### src/rtl/fifo_link_arbiter.sv
// fifo_link_arbiter
//   Arbitrates four requesters onto a master send-request FIFO and routes
//   lines read back from the master receive-response FIFO to the requester
//   named by the line's 2-bit id field. Limits the number of requests in
//   flight to MAX_OUTSTANDING.
//
// Ports
//   clk, rst_n             single rising-edge clock, async active-low reset
//   i_req_valid/_data      per-requester request valid and payload (slice k)
//   o_req_ready            per-requester accept, combinational, one-hot or 0
//   o_mc_sreq_wen/_inbits  registered write to send FIFO, line = {id, payload}
//   i_mc_sreq_fifo_full    send FIFO full
//   o_mc_rresp_ren         read enable to response FIFO
//   i_mc_rresp_outbits     response line, valid one cycle after ren
//   i_mc_rresp_fifo_empty  response FIFO empty
//   o_resp_valid/_data     response to requester id (id stripped from data)
//   i_resp_ack             per-requester response accept
//   o_outstanding          requests written but not yet acknowledged
//
// Response FSM
//   state     | meaning
//   S_IDLE    | waiting for the response FIFO to go non-empty
//   S_READ    | ren pulse, one cycle
//   S_CAPTURE | response line is on outbits, register it
//   S_DELIVER | present line to requester id until that requester acks
module fifo_link_arbiter #(
  parameter int DATA_LINE_WIDTH = 40,
  parameter int NUM_REQ         = 4,
  parameter int MAX_OUTSTANDING = 8
) (
  input  logic                                   clk,
  input  logic                                   rst_n,
  input  logic [NUM_REQ-1:0]                     i_req_valid,
  input  logic [NUM_REQ*(DATA_LINE_WIDTH-2)-1:0] i_req_data,
  output logic [NUM_REQ-1:0]                     o_req_ready,
  output logic                                   o_mc_sreq_wen,
  output logic [DATA_LINE_WIDTH-1:0]             o_mc_sreq_inbits,
  input  logic                                   i_mc_sreq_fifo_full,
  output logic                                   o_mc_rresp_ren,
  input  logic [DATA_LINE_WIDTH-1:0]             i_mc_rresp_outbits,
  input  logic                                   i_mc_rresp_fifo_empty,
  output logic [NUM_REQ-1:0]                     o_resp_valid,
  output logic [DATA_LINE_WIDTH-3:0]             o_resp_data,
  input  logic [NUM_REQ-1:0]                     i_resp_ack,
  output logic [3:0]                             o_outstanding
);

  localparam int                 DW      = DATA_LINE_WIDTH;
  localparam int                 PW      = DATA_LINE_WIDTH - 2;
  localparam logic [4:0]         MAX_OUT = 5'(MAX_OUTSTANDING);
  localparam logic [NUM_REQ-1:0] ONE     = NUM_REQ'(1);

  typedef enum logic [1:0] {
    S_IDLE    = 2'd0,
    S_READ    = 2'd1,
    S_CAPTURE = 2'd2,
    S_DELIVER = 2'd3
  } rstate_e;

  rstate_e         state_q, state_d;
  logic [1:0]      rr_ptr_q, rr_ptr_d;
  logic            wen_q, wen_d;
  logic [DW-1:0]   inbits_q, inbits_d;
  logic [3:0]      out_q, out_d;
  logic [DW-1:0]   rline_q, rline_d;

  logic            eligible;
  logic            grant_found;
  logic [1:0]      grant_id;
  logic [1:0]      cand;
  logic [4:0]      eff_count;
  logic [1:0]      resp_id;
  logic            ack_ok;
  logic            dec;

  // ---------------- request side ----------------
  // A registered write still pending blocks issue, so writes are spaced at
  // least two cycles apart and the full flag has time to reflect each one.
  always_comb begin
    eff_count   = {1'b0, out_q} + {4'b0, wen_q};
    eligible    = !i_mc_sreq_fifo_full && !wen_q && (eff_count < MAX_OUT);
    grant_found = 1'b0;
    grant_id    = rr_ptr_q;
    cand        = rr_ptr_q;
    for (int i = 0; i < NUM_REQ; i++) begin
      cand = rr_ptr_q + 2'(i);
      if (!grant_found && i_req_valid[cand]) begin
        grant_found = 1'b1;
        grant_id    = cand;
      end
    end
    o_req_ready = (eligible && grant_found) ? (ONE << grant_id) : '0;
  end

  always_comb begin
    wen_d    = eligible && grant_found;
    inbits_d = inbits_q;
    rr_ptr_d = rr_ptr_q;
    if (wen_d) begin
      inbits_d = {grant_id, i_req_data[int'(grant_id)*PW +: PW]};
      rr_ptr_d = grant_id + 2'd1;
    end
  end

  // ---------------- outstanding count ----------------
  // Ack of a delivery at count 0 is dropped rather than wrapping.
  always_comb begin
    resp_id = rline_q[DW-1 -: 2];
    ack_ok  = (state_q == S_DELIVER) && i_resp_ack[resp_id];
    dec     = ack_ok && (out_q != 4'd0);
    out_d   = out_q + {3'b0, wen_q} - {3'b0, dec};
  end

  // ---------------- response FSM ----------------
  always_ff @(posedge clk or negedge rst_n) begin
    if (!rst_n) state_q <= S_IDLE;
    else        state_q <= state_d;
  end

  always_comb begin
    state_d = state_q;
    rline_d = rline_q;
    unique case (state_q)
      S_IDLE:    if (!i_mc_rresp_fifo_empty) state_d = S_READ;
      S_READ:    state_d = S_CAPTURE;
      S_CAPTURE: begin
        rline_d = i_mc_rresp_outbits;
        state_d = S_DELIVER;
      end
      S_DELIVER: if (ack_ok) state_d = S_IDLE;
      default:   state_d = S_IDLE;
    endcase
  end

  always_comb begin
    o_mc_rresp_ren = (state_q == S_READ);
    o_resp_valid   = (state_q == S_DELIVER) ? (ONE << resp_id) : '0;
    o_resp_data    = (state_q == S_DELIVER) ? rline_q[PW-1:0] : '0;
  end

  // ---------------- datapath registers ----------------
  always_ff @(posedge clk or negedge rst_n) begin
    if (!rst_n) begin
      rr_ptr_q <= 2'd0;
      wen_q    <= 1'b0;
      inbits_q <= '0;
      out_q    <= 4'd0;
      rline_q  <= '0;
    end else begin
      rr_ptr_q <= rr_ptr_d;
      wen_q    <= wen_d;
      inbits_q <= inbits_d;
      out_q    <= out_d;
      rline_q  <= rline_d;
    end
  end

  assign o_mc_sreq_wen    = wen_q;
  assign o_mc_sreq_inbits = inbits_q;
  assign o_outstanding    = out_q;

endmodule

### config.mk
export PLATFORM = sky130hd
export DESIGN_NAME = fifo_link_arbiter
export DESIGN_NICKNAME = d
export VERILOG_FILES = /design/src/rtl/fifo_link_arbiter.sv
export SDC_FILE = /design/constraint.sdc
export NUM_CORES = 1
export LEC_CHECK = 0
export BUFFER_PORTS_ARGS = -buffer_cell sky130_fd_sc_hd__buf_2
export CAP_MARGIN = 15
export CORE_AREA = 3 3 113 115
export CTS_BUF_LIST = sky130_fd_sc_hd__clkbuf_2 sky130_fd_sc_hd__clkbuf_4 sky130_fd_sc_hd__clkbuf_8
export CTS_CLUSTER_DIAMETER = 50
export DETAILED_ROUTE_END_ITERATION = 16
export DIE_AREA = 0 0 116 118
export PLACE_DENSITY = 0.78
export SYNTH_ARGS = -nofsm -noshare
export SYNTH_HDL_FRONTEND = slang
export SYNTH_SLANG_ARGS = --single-unit
### constraint.sdc
create_clock -name clk -period 2.36 [get_ports clk]
set_input_delay 0.118 -clock clk [delete_from_list [all_inputs] [get_ports clk]]
set_output_delay 0.118 -clock clk [all_outputs]
set_load 0.05 [all_outputs]
==> flow_summary.yaml <==
global_route:
  grt_max_degree: 46
  antenna_found_initial: 2
  grt_first_pass_wirelength_um: 24300
  grtUsageTotal_pct: 22.2
  first_global_vias: 4944
  grt.overflow.total: 0
sta:
  setup_viol: 0
  fin_hold_ws_ns: 0.0231
  slew_headroom_pct: 60.2
  tightestPinTransition_ns: 0.597
  drv_slew: 0
  finClkSkew_ns: 0.0119
  setup_tns_ns: 0
  min_period_ns: 2.31
  max_freq_mhz: 433
  hold_viol: 0
  period_share_pct: 98.0
power_and_ir_drop:
  p_sw_mw: 5.40
  p_seq_share_pct: 25.5
  total_leakage_power_nw: 3.84
  cellInternalPower_mw: 5.36
  power_density_nw_per_um2: 1450
  swShare_pct: 50.2
  p_comb_share_pct: 62.5
  clockPowerShare_pct: 12.0
  peakVddDrop_uv: 789
clocking:
  htreeDepth: 3
  root_buffer: "clkbuf_8"
  clk_pin_slew_ns: 0.09
  cts_tree: "built"
  numCtsBuffers: 9
  insertion_delay_ns: 0.36
  cts_sinks: 89
  clockBufferDepth: 2
outcome:
  status: "finished clean"
routing:
  antenna_left: 0
  firstDrtPassIters: 4
  wirelength_um: 15800
  drt_iter0_markers: 194
  post_drt_wl_per_cell_um: 17.3
  vias_per_cell: 5.06
  dr_total_vias: 4622
  drc_errors: 0
min_path:
  hold_class: "in2reg"
layout:
  area_growth_pct: 47.1
  final_cell_mix: "294 x buf_2, 88 x dfrtp_1, 76 x mux2i_1"
  fin_util_pct: 62.2
  fin_nets: 979
  final_common_cell: "buf_2"
  fin_area_um2: 7410
  drive_gt1_share_pct: 52.5
critical_path:
  crit_required_ns: 2.24
  r2r_slack_ns: 0.12
  crit_fanout: 8
  worstSetupPathType: "reg2out"
  worstPathCellList: "nand2b_1, o21ai_0, a221oi_4, bufinv_8, ha_1, and2_1, buf_2"
  max_stage_delay_ns: 0.40
  cp-end-kind: "output pin"
  crit_path_start_kind: "flip-flop"
  cp.arrival_ns: 2.19
  crit_slowest_cell: "dfrtp_1"
yosys:
  synth-edff-count: 0
  ys_types: 38
  yosysSeqAreaShare_pct: 44.2
  syn-num-nets: 645
  netlist_instances: 426
  postSynthAreaPerCell_um2: 11.8
  syn_area_um2: 5040
  synth_ff_type: "dfrtp_1"
  yosys_register_bits: 89
  async_flop_share_pct: 100
  synth_warnings: 0
placed_design:
  placed_area_um2: 6680
  port_buffers: 295
  gp_congestion: 0.847
  hpwlAfterDp_um: 11700
die:
  die_w_um: 116
  die-area_um2: 13700
  coreArea_um2: 11900
  rows: 40
  die_height_um: 118
  io_pins: 296
  initial_core_util_pct: 42.3
job:
  maxCapViolations: 0
[sequential cells by signal, indices dropped and copies added, names as in the netlist]
name / cells
o_mc_sreq_inbits: 40
o_mc_sreq_wen: 1
o_outstanding: 4
rline_q: 40
rr_ptr_q: 2
state_q: 2
[final timing paths]
kind	endpoint	cells past startpoint	start
worst min-delay path	rline_q[29]$_DFFE_PN0P_	2	i_mc_rresp_outbits[29]
min in group asynchronous	rline_q[4]$_DFFE_PN0P_	2	rst_n
worst min register to register	o_mc_sreq_inbits[39]$_DFFE_PN0P_	1	o_mc_sreq_inbits[39]$_DFFE_PN0P_
worst max-delay path	o_req_ready[0]	7	rr_ptr_q[0]$_DFFE_PN0P_
worst max register to register	o_mc_sreq_inbits[37]$_DFFE_PN0P_	8	rr_ptr_q[0]$_DFFE_PN0P_
max in group asynchronous	state_q[0]$_DFFE_PN0P_	3	rst_n
[timing repair]
| item | in CTS | in global routing |
|---|---|---|
| endpoints found under the hold margin | 81 | 1 |
| resized for setup | 1 | 4 |
| cloned | 0 | 0 |
| setup endpoints to repair | 2 | 4 |
| buffers inserted | 0 | 8 |
| hold buffers | 38 | 1 |
| pin swaps | 0 | 2 |
[power groups by stage]
stage / clock network, mW / logic [mW] / registers [mW]
global placement: 0 / 6.37 / 2.70
floorplan: 0 / 3.74 / 3.98
detailed placement: 0 / 6.52 / 2.76
finish: 1.29 / 6.72 / 2.75
CTS: 1.33 / 6.59 / 2.73
global route: 1.38 / 7.12 / 2.85
[final cells by class]
class	count	area, um^2
Antenna cell	1	2.50
Clock buffer	9	124
Clock inverter	7	125
Fill cell	948	4500
Inverter	17	77.6
Multi-Input combinational cell	290	2570
Sequential cell	89	2230
Tap cell	147	184
Timing Repair Buffer	353	2100
[per-stage QoR]
stage	instances	total power [mW]	worst slack [ns]
finish	913	10.8	0.0481
floorplan	426	7.71	0.115
CTS	903	10.7	0.0110
detailed placement	849	9.28	0.169
global route	913	11.4	-0.0318
global placement	849	9.08	0.199
[synth_stat cells (3+ instances only)]
| cell | instances | area, um^2 |
|---|---|---|
| a221oi_2 | 20 | 300 |
| ha_1 | 14 | 175 |
| dfrtp_1 | 89 | 2230 |
| mux2_2 | 41 | 462 |
| mux2i_1 | 76 | 761 |
| buf_6 | 6 | 67.6 |
| clkbuf_1 | 6 | 22.5 |
| and2_1 | 42 | 263 |
| buf_1 | 3 | 11.3 |
| o21ai_0 | 3 | 15.0 |
| nor2_1 | 44 | 165 |
| buf_4 | 6 | 45.0 |
| nand2_1 | 7 | 26.3 |
| inv_1 | 15 | 56.3 |
| a221oi_1 | 18 | 158 |
| buf_2 | 8 | 40.0 |
| a21oi_1 | 3 | 15.0 |
[kinds of logic (layout without fill, tap and decap cells)]
family	after synthesis	count (layout)	synth area share, %
mux	118	118	24.7
xor+xnor	2	2	0.348
simple gates	104	104	10.5
flops	89	89	44.2
compound gates	51	51	11.3
buf+inv	47	386	5.07
fa+ha+maj	15	15	3.88
other cells	0	1	0
[worst max-delay path: cells and delay by family (launching register included)]
kind                       cells  cell delay [ns]
adders and majority gates      1             0.18
AOI/OAI and AO/OA              2             0.50
buffers and inverters          2             0.47
DFF                            1             0.40
and+or+nand+nor                2             0.28
[metal layers]
| layer | vias to the layer above | share of wire, % | global-route usage [%] |
|---|---|---|---|
| met5 | - | 0.082 | 0 |
| met4 | 2 | 1.6 | 5.44 |
| met3 | 21 | 6.7 | 4.73 |
| met2 | 193 | 52 | 40.3 |
| met1 | 2213 | 40 | 26.4 |
| li1 | 2193 | - | - |
(Power assumes the default switching activity.)
